<file path="src/rtl/pcie_dma_rd_pkg.sv">
// Shared constants, FSM encoding and last-beat lane mask for the DMA read path.
package pcie_dma_rd_pkg;

  localparam int DW_PER_LINE     = 4;
  localparam int MAX_LEN_DW      = 512;
  localparam int LINE_FIFO_DEPTH = 4;

  typedef enum logic [1:0] {
    ST_IDLE  = 2'd0,
    ST_READ  = 2'd1,
    ST_DRAIN = 2'd2
  } rd_state_e;

  // len[1:0] == 0 means the final beat is full (len is a multiple of 4)
  function automatic logic [3:0] last_dw_mask(input logic [1:0] len_lo);
    case (len_lo)
      2'd1:    return 4'b0001;
      2'd2:    return 4'b0011;
      2'd3:    return 4'b0111;
      default: return 4'b1111;
    endcase
  endfunction

endpackage

</file>
<file path="src/rtl/pcie_dma_rd_line_fifo.sv">
// Small synchronous FIFO holding returned RAM lines; show-ahead read port, count output.
// Push and pop may coincide; the caller's credit scheme keeps it from overflowing.
module pcie_dma_rd_line_fifo
  import pcie_dma_rd_pkg::*;
#(
  parameter int WIDTH = 128,
  parameter int DEPTH = LINE_FIFO_DEPTH
) (
  input  logic                         clk,
  input  logic                         rst,
  input  logic                         push,
  input  logic [WIDTH-1:0]             push_data,
  input  logic                         pop,
  output logic [WIDTH-1:0]             pop_data,
  output logic [$clog2(DEPTH+1)-1:0]   count
);

  localparam int AW = $clog2(DEPTH);
  localparam int CW = $clog2(DEPTH + 1);

  logic [WIDTH-1:0] mem [DEPTH];
  logic [AW-1:0]    wr_ptr;
  logic [AW-1:0]    rd_ptr;

  always_ff @(posedge clk) begin
    if (push) mem[wr_ptr] <= push_data;
  end

  always_ff @(posedge clk or posedge rst) begin
    if (rst) begin
      wr_ptr <= '0;
      rd_ptr <= '0;
      count  <= '0;
    end else begin
      if (push) wr_ptr <= wr_ptr + AW'(1);
      if (pop)  rd_ptr <= rd_ptr + AW'(1);
      case ({push, pop})
        2'b10:   count <= count + CW'(1);
        2'b01:   count <= count - CW'(1);
        default: count <= count;
      endcase
    end
  end

  assign pop_data = mem[rd_ptr];

endmodule

</file>
<file path="src/rtl/pcie_dma_rd_ctrl.sv">
// BAR read controller: fetch 128b lines, realign so the first DW sits in lane 0, stream payload beats.
// First beat 3 cycles after accept (4 if unaligned); reads throttled by line-FIFO credit under backpressure.
module pcie_dma_rd_ctrl
  import pcie_dma_rd_pkg::*;
#(
  parameter int ADDR_WIDTH = 9
) (
  input  logic                  clk,
  input  logic                  rst,
  input  logic                  i_rd_start,
  input  logic [9:0]            i_length,
  input  logic [63:0]           i_addr,
  input  logic [1:0]            i_bar_hit,
  output logic                  o_busy,
  output logic                  o_rd_en,
  output logic [ADDR_WIDTH-1:0] o_rd_addr,
  output logic [1:0]            o_rd_bar_hit,
  input  logic [127:0]          i_rd_data,
  output logic                  o_cpl_valid,
  input  logic                  i_cpl_ready,
  output logic [127:0]          o_cpl_data,
  output logic [3:0]            o_cpl_dw_vld,
  output logic                  o_cpl_last
);

  localparam int CNT_W = $clog2(LINE_FIFO_DEPTH + 1);

  rd_state_e             state_q, state_d;
  logic [1:0]            off_q;
  logic [1:0]            len_lo_q;
  logic [7:0]            n_rd_q;
  logic [7:0]            n_out_q;
  logic [7:0]            rd_cnt_q;
  logic [7:0]            beat_cnt_q;
  logic [ADDR_WIDTH-1:0] line_q;
  logic [1:0]            bar_q;
  logic                  rd_inflight_q;
  logic [127:0]          prev_q;
  logic                  prev_vld_q;

  logic [CNT_W-1:0]      fifo_cnt;
  logic [127:0]          fifo_head;
  logic                  fifo_empty;
  logic                  fifo_pop;
  logic [CNT_W:0]        occupancy;

  logic                  len_legal;
  logic                  accept;
  logic [10:0]           nrd_sum;
  logic [10:0]           nout_sum;
  logic                  rd_en;
  logic                  lines_done;
  logic                  cpl_vld;
  logic                  fire;
  logic                  is_last;
  logic [127:0]          cur_line;
  logic [127:0]          beat;
  logic                  unused_bits;

  assign len_legal = (i_length != 10'd0) && (i_length <= 10'(MAX_LEN_DW));
  assign accept    = (state_q == ST_IDLE) && i_rd_start && len_legal;
  assign nrd_sum   = {1'b0, i_length} + {9'b0, i_addr[3:2]} + 11'(DW_PER_LINE - 1);
  assign nout_sum  = {1'b0, i_length} + 11'(DW_PER_LINE - 1);

  // Credit counts lines already buffered plus the one possibly still coming back from RAM
  assign occupancy  = {1'b0, fifo_cnt} + {{CNT_W{1'b0}}, rd_inflight_q};
  assign rd_en      = (state_q == ST_READ) && (occupancy < (CNT_W+1)'(LINE_FIFO_DEPTH));
  assign fifo_empty = (fifo_cnt == '0);
  assign lines_done = (state_q == ST_DRAIN) && !rd_inflight_q && fifo_empty;

  // Unaligned: a beat needs prev plus either the next line or, after the last line, zeros
  assign cpl_vld = (state_q != ST_IDLE) && (beat_cnt_q != n_out_q) &&
                   ((off_q == 2'd0) ? !fifo_empty : (prev_vld_q && (!fifo_empty || lines_done)));
  assign fire     = cpl_vld && i_cpl_ready;
  assign is_last  = (beat_cnt_q == n_out_q - 8'd1);
  assign fifo_pop = (off_q == 2'd0) ? fire : (!fifo_empty && (!prev_vld_q || fire));
  assign cur_line = fifo_empty ? 128'b0 : fifo_head;

  always_comb begin
    beat = fifo_head;
    case (off_q)
      2'd1:    beat = {cur_line[31:0], prev_q[127:32]};
      2'd2:    beat = {cur_line[63:0], prev_q[127:64]};
      2'd3:    beat = {cur_line[95:0], prev_q[127:96]};
      default: beat = fifo_head;
    endcase
  end

  always_comb begin
    state_d = state_q;
    case (state_q)
      ST_IDLE:  if (accept) state_d = ST_READ;
      ST_READ:  if (rd_en && (rd_cnt_q == n_rd_q - 8'd1)) state_d = ST_DRAIN;
      ST_DRAIN: if (fire && is_last) state_d = ST_IDLE;
      default:  state_d = ST_IDLE;
    endcase
  end

  always_ff @(posedge clk or posedge rst) begin
    if (rst) begin
      state_q       <= ST_IDLE;
      off_q         <= '0;
      len_lo_q      <= '0;
      n_rd_q        <= '0;
      n_out_q       <= '0;
      rd_cnt_q      <= '0;
      beat_cnt_q    <= '0;
      line_q        <= '0;
      bar_q         <= '0;
      rd_inflight_q <= 1'b0;
      prev_q        <= '0;
      prev_vld_q    <= 1'b0;
    end else begin
      state_q       <= state_d;
      rd_inflight_q <= rd_en;
      if (accept) begin
        off_q      <= i_addr[3:2];
        len_lo_q   <= i_length[1:0];
        n_rd_q     <= nrd_sum[9:2];
        n_out_q    <= nout_sum[9:2];
        line_q     <= i_addr[ADDR_WIDTH+3:4];
        bar_q      <= i_bar_hit;
        rd_cnt_q   <= '0;
        beat_cnt_q <= '0;
        prev_vld_q <= 1'b0;
      end else begin
        if (rd_en) begin
          line_q   <= line_q + ADDR_WIDTH'(1);
          rd_cnt_q <= rd_cnt_q + 8'd1;
        end
        if (fire) beat_cnt_q <= beat_cnt_q + 8'd1;
        if (fifo_pop && (off_q != 2'd0)) begin
          prev_q     <= fifo_head;
          prev_vld_q <= 1'b1;
        end
      end
    end
  end

  pcie_dma_rd_line_fifo #(
    .WIDTH (128),
    .DEPTH (LINE_FIFO_DEPTH)
  ) u_line_fifo (
    .clk       (clk),
    .rst       (rst),
    .push      (rd_inflight_q),
    .push_data (i_rd_data),
    .pop       (fifo_pop),
    .pop_data  (fifo_head),
    .count     (fifo_cnt)
  );

  assign o_busy       = (state_q != ST_IDLE);
  assign o_rd_en      = rd_en;
  assign o_rd_addr    = line_q;
  assign o_rd_bar_hit = bar_q;
  assign o_cpl_valid  = cpl_vld;
  assign o_cpl_data   = cpl_vld ? beat : 128'b0;
  assign o_cpl_dw_vld = cpl_vld ? (is_last ? last_dw_mask(len_lo_q) : 4'b1111) : 4'b0000;
  assign o_cpl_last   = cpl_vld && is_last;

  assign unused_bits = ^{i_addr[63:ADDR_WIDTH+4], i_addr[1:0],
                         nrd_sum[10], nrd_sum[1:0], nout_sum[10], nout_sum[1:0]};

endmodule

</file>
<file path="config.mk">
export PLATFORM = sky130hd
export DESIGN_NAME = pcie_dma_rd_ctrl
export DESIGN_NICKNAME = d
export VERILOG_FILES = /design/src/rtl/pcie_dma_rd_pkg.sv /design/src/rtl/pcie_dma_rd_line_fifo.sv /design/src/rtl/pcie_dma_rd_ctrl.sv
export SDC_FILE = /design/constraint.sdc
export NUM_CORES = 1
export LEC_CHECK = 0
export BUFFER_PORTS_ARGS = -buffer_cell sky130_fd_sc_hd__buf_2
export CORE_UTILIZATION = 30
export CTS_BUF_LIST = sky130_fd_sc_hd__clkbuf_8
export DETAILED_ROUTE_END_ITERATION = 8
export PLACE_DENSITY = 0.54
export REMOVE_ABC_BUFFERS = 1
export SYNTH_ARGS = -nofsm -noshare
export SYNTH_HDL_FRONTEND = slang
export SYNTH_SLANG_ARGS = --single-unit
</file>
<file path="constraint.sdc">
create_clock -name clk -period 12.4 [get_ports clk]
set_input_delay 0.62 -clock clk [delete_from_list [all_inputs] [get_ports clk]]
set_output_delay 0.62 -clock clk [all_outputs]
set_load 0.005 [all_outputs]
</file>
==> key figures <==
Synthesis
  – Netlist cell types: 61
  – Synth Register Bits: 666
  – Post-synthesis instance total: 1819
  – EDFF count, synth: 512
  – Yosys warning count: 0
  – Mapped Avg Cell Area: 16.3 sq um
  – Top_reg_cell synth: edfxtp_1
  – Post-Syn Area: 29600 sq um
  – Sequential share of the synthesized area: 65.0%
  – Post-synth ARST share: 23.1%

Power and ir drop
  – LEAKAGE: 13.0 nW
  – Worst vdd ir: 193 uV
  – Sw power: 3.74 mW
  – Post-layout power: 9.52 mW
  – Gate power share: 46.7%
  – Sequential power share: 31.3%
  – Sw frac: 39.2%
  – Internal power: 5.79 mW
  – Clk pwr share: 22.0%
  – Pwr Density: 264 nW/um^2

Global route
  – Grt total ovfl: 0
  – All-Layer GR Usage: 16.9%
  – Number of global-route vias before repair: 20100
  – First-pass GRT wire length: 126000 um
  – Largest net degree at the start of global routing: 100
  – Antenna violations before repair: 14

Cells and area
  – # nets final: 2466
  – Layout cells sized above 1: 32.2%
  – Area grow syn2layout: 21.8%
  – FILL cells: 9120

Run status
  – Status: complete, no violations

Setup path
  – Critical Path End Type: output port
  – Reg2Reg Setup Slack: 8.40 ns
  – Critical R2R Capture: prev_q[114]
  – Reg2reg start: beat_cnt_q[3]
  – Capture point of the worst path: o_cpl_data[76]
  – Crit path buffers/inverters: 3
  – Crit path cell chain: buf_4, buf_4, mux4_2, mux4_2, nor2b_1, buf_2
  – FF-to-FF path depth: 7
  – CP delay by family, top: buffers and inverters
  – Worst EP arrival: 4.59 ns
  – CP Launch Type: register
  – Critical Path Stages: 6
  – Kind of critical path: reg -> out
  – CP required: 11.78 ns
  – CP startpoint: u_line_fifo.rd_ptr[0]
  – Worst-path cell with the longest stage delay: buf_4
  – Critical-path maximum fanout: 43
  – CP peak stage delay: 0.85 ns

Flow run
  – Max_cap viols: 0

Floorplanning
  – DIE AREA: 99800 sq um
  – Die Y: 316 um
  – Initial Utilization: 30.4%
  – Die Width: 316 um
  – Site row count: 114
  – # IOs: 355
  – Core Area: 97100 sq um

Timing
  – Fin crit share: 42.0%
  – FMAX: 192 MHz
  – Slew Limit Fails: 0
  – Layout Skew: 0.0343 ns
  – Unrepaired setup endpoints after global routing: false
  – Total negative slack: 0 ns
  – Final Setup Violations: 0
  – Final Hold Violating Endpoints: 0
  – Slew @ Worst Pin: 1.07 ns
  – Minimum clock period: 5.21 ns
  – Max-slew headroom: 29.0%

Placed design
  – PortBufs: 301
  – GPL Wtd Cong: 0.829
  – Hpwl dp: 48600 um

Clock tree
  – CTS tree: built
  – CTS root buffer: clkbuf_8
  – Total CTS buffers: 117
  – Max H-tree Level: 3
  – Clk Latency, worst-skew pair: 0.77 ns
  – CTS clock-pin slew for the worst setup and hold paths: 0.06 ns
  – Post-CTS setup buffer count: 0
  – Clock sink count: 666
  – Max Buffers Root-to-Sink: 3

Drt
  – Post-route ant nets: 0
  – DR vias/cell: 5.23
  – Vias: 19000
  – Initial DRC Count: 1381
  – Final wirelength: 84600 um
  – WL/cell: 23.3 um
  – # DRC: 0
  – Detailed Routing Iterations Pass 1: 5

Worst hold path
  – Hold WC Path Type: in -> reg
-- metal layers --
layer	routed length [um]	up-vias	global-route usage, %
met5	73	-	0
met4	1900	12	5.30
met3	6480	162	4.47
met2	40700	721	27.5
met1	35500	9849	21.8
li1	-	8228	-
-- power by group through the flow --
| stage | logic, mW | clock network, mW | registers [mW] |
|---|---|---|---|
| 2_1_floorplan | 2.65 | 0 | 3.15 |
| 3_3_place_gp | 4.37 | 0 | 2.99 |
| 3_5_place_dp | 4.44 | 0 | 3.02 |
| 4_1_cts | 4.49 | 2.16 | 2.97 |
| 5_1_grt | 4.81 | 2.26 | 3.02 |
| 6_report | 4.45 | 2.09 | 2.98 |
-- registers in the layout (all words and copies together), names as in the netlist --
name / count
u_line_fifo.mem: 512
prev_q: 96
o_rd_addr: 9
beat_cnt_q: 8
n_out_q: 8
n_rd_q: 8
rd_cnt_q: 8
u_line_fifo.count: 3
len_lo_q: 2
o_rd_bar_hit: 2
off_q: 2
state_q: 2
u_line_fifo.rd_ptr: 2
u_line_fifo.wr_ptr: 2
prev_vld_q: 1
rd_inflight_q: 1
-- layout by cell type (no fill, tap or decap), types with 34 or more instances in the layout --
master and count:
edfxtp_1 512, buf_2 301, mux4_2 160, dfrtp_1 150
clkbuf_8 135, dlygate4sd3_1 117, a21oi_1 109, nand2_1 75
mux2_2 69, a22oi_1 65, inv_1 61, nor2b_1 35
a211oi_1 35, mux2i_1 35, a21o_1 34
-- metrics by stage --
stage / cells / util [%] / worst slack [ns] / hold slack (ns) / cell area [sq um]
6_report: 3629 / 37.1 / 7.19 / 0.0965 / 36000
5_1_grt: 3626 / 37.1 / 6.76 / 0.0172 / 36000
4_1_cts: 3622 / 37.1 / 6.90 / 0.0000397 / 36000
3_5_place_dp: 3282 / 33.3 / 7.79 / 0.474 / 32400
3_3_place_gp: 3282 / 33.3 / 7.82 / 0.467 / 32400
2_1_floorplan: 1674 / - / 3.42 / 0.457 / 29000
-- layout make-up --
class | instances | area [sq um] | area share, %
multi-input combinational | 980 | 9680 | 26.9
tap | 1276 | 1600 | 4.43
inverter | 28 | 118 | 0.326
sequential | 666 | 19200 | 53.4
clock buffer | 135 | 1860 | 5.16
antenna | 7 | 17.5 | 0.0486
timing repair buffer | 449 | 2910 | 8.08
clock inverter | 88 | 604 | 1.68
-- worst min path at each step --
stage	start	to	slack, ns	depth (start not counted)
finish	i_rd_data[70]	u_line_fifo.mem[3][70]	0.1	1
CTS	i_rd_data[7]	u_line_fifo.mem[0][7]	0.00004	1
global placement	prev_q[44]	prev_q[44]	0.47	1
floorplan	prev_q[32]	prev_q[32]	0.46	1
global route	i_bar_hit[1]	o_rd_bar_hit[1]	0.02	2
detailed placement	prev_q[49]	prev_q[49]	0.47	1
-- Yosys cell counts, drive strengths merged (3+ instances only) --
cell	count	area share, %
buf	47	0.79
and4	3	0.089
a31oi	3	0.063
or4	7	0.18
nor2	27	0.34
a221oi	33	0.98
edfxtp	512	52
nand4	14	0.30
mux2i	35	1.2
xnor2	27	0.80
ha	14	0.59
nand3	12	0.20
a22oi	65	1.6
a21oi	109	1.8
o311a	33	1.1
clkbuf	98	1.2
dfrtp	154	13
o211ai	3	0.076
nor3	7	0.12
inv	28	0.36
o22ai	32	0.68
mux4	160	12
a21o	34	0.86
nor4	3	0.085
o21ai	34	0.58
nand2	76	0.96
nor2b	35	0.74
mux2	98	3.7
or3	5	0.11
a211oi	35	0.89
o31ai	10	0.25
nor3b	3	0.076
and2	6	0.13
xor2	29	0.86
or2	5	0.11
-- kinds of logic after synthesis --
| kind of cell | count (synthesis) | share of synthesized area [%] |
|---|---|---|
| compound gates | 406 | 9.51 |
| mux | 293 | 17.1 |
| buf+inv | 173 | 2.39 |
| xor+xnor | 56 | 1.66 |
| fa+ha+maj | 16 | 0.728 |
| simple gates | 209 | 3.60 |
| flops | 666 | 65.0 |
-- timing repair --
action	in CTS	in global routing
hold buffers	117	0
gates resized for setup	0	0
hold endpoints to repair	516	0
Note: power is estimated with default switching activity, not from simulation.
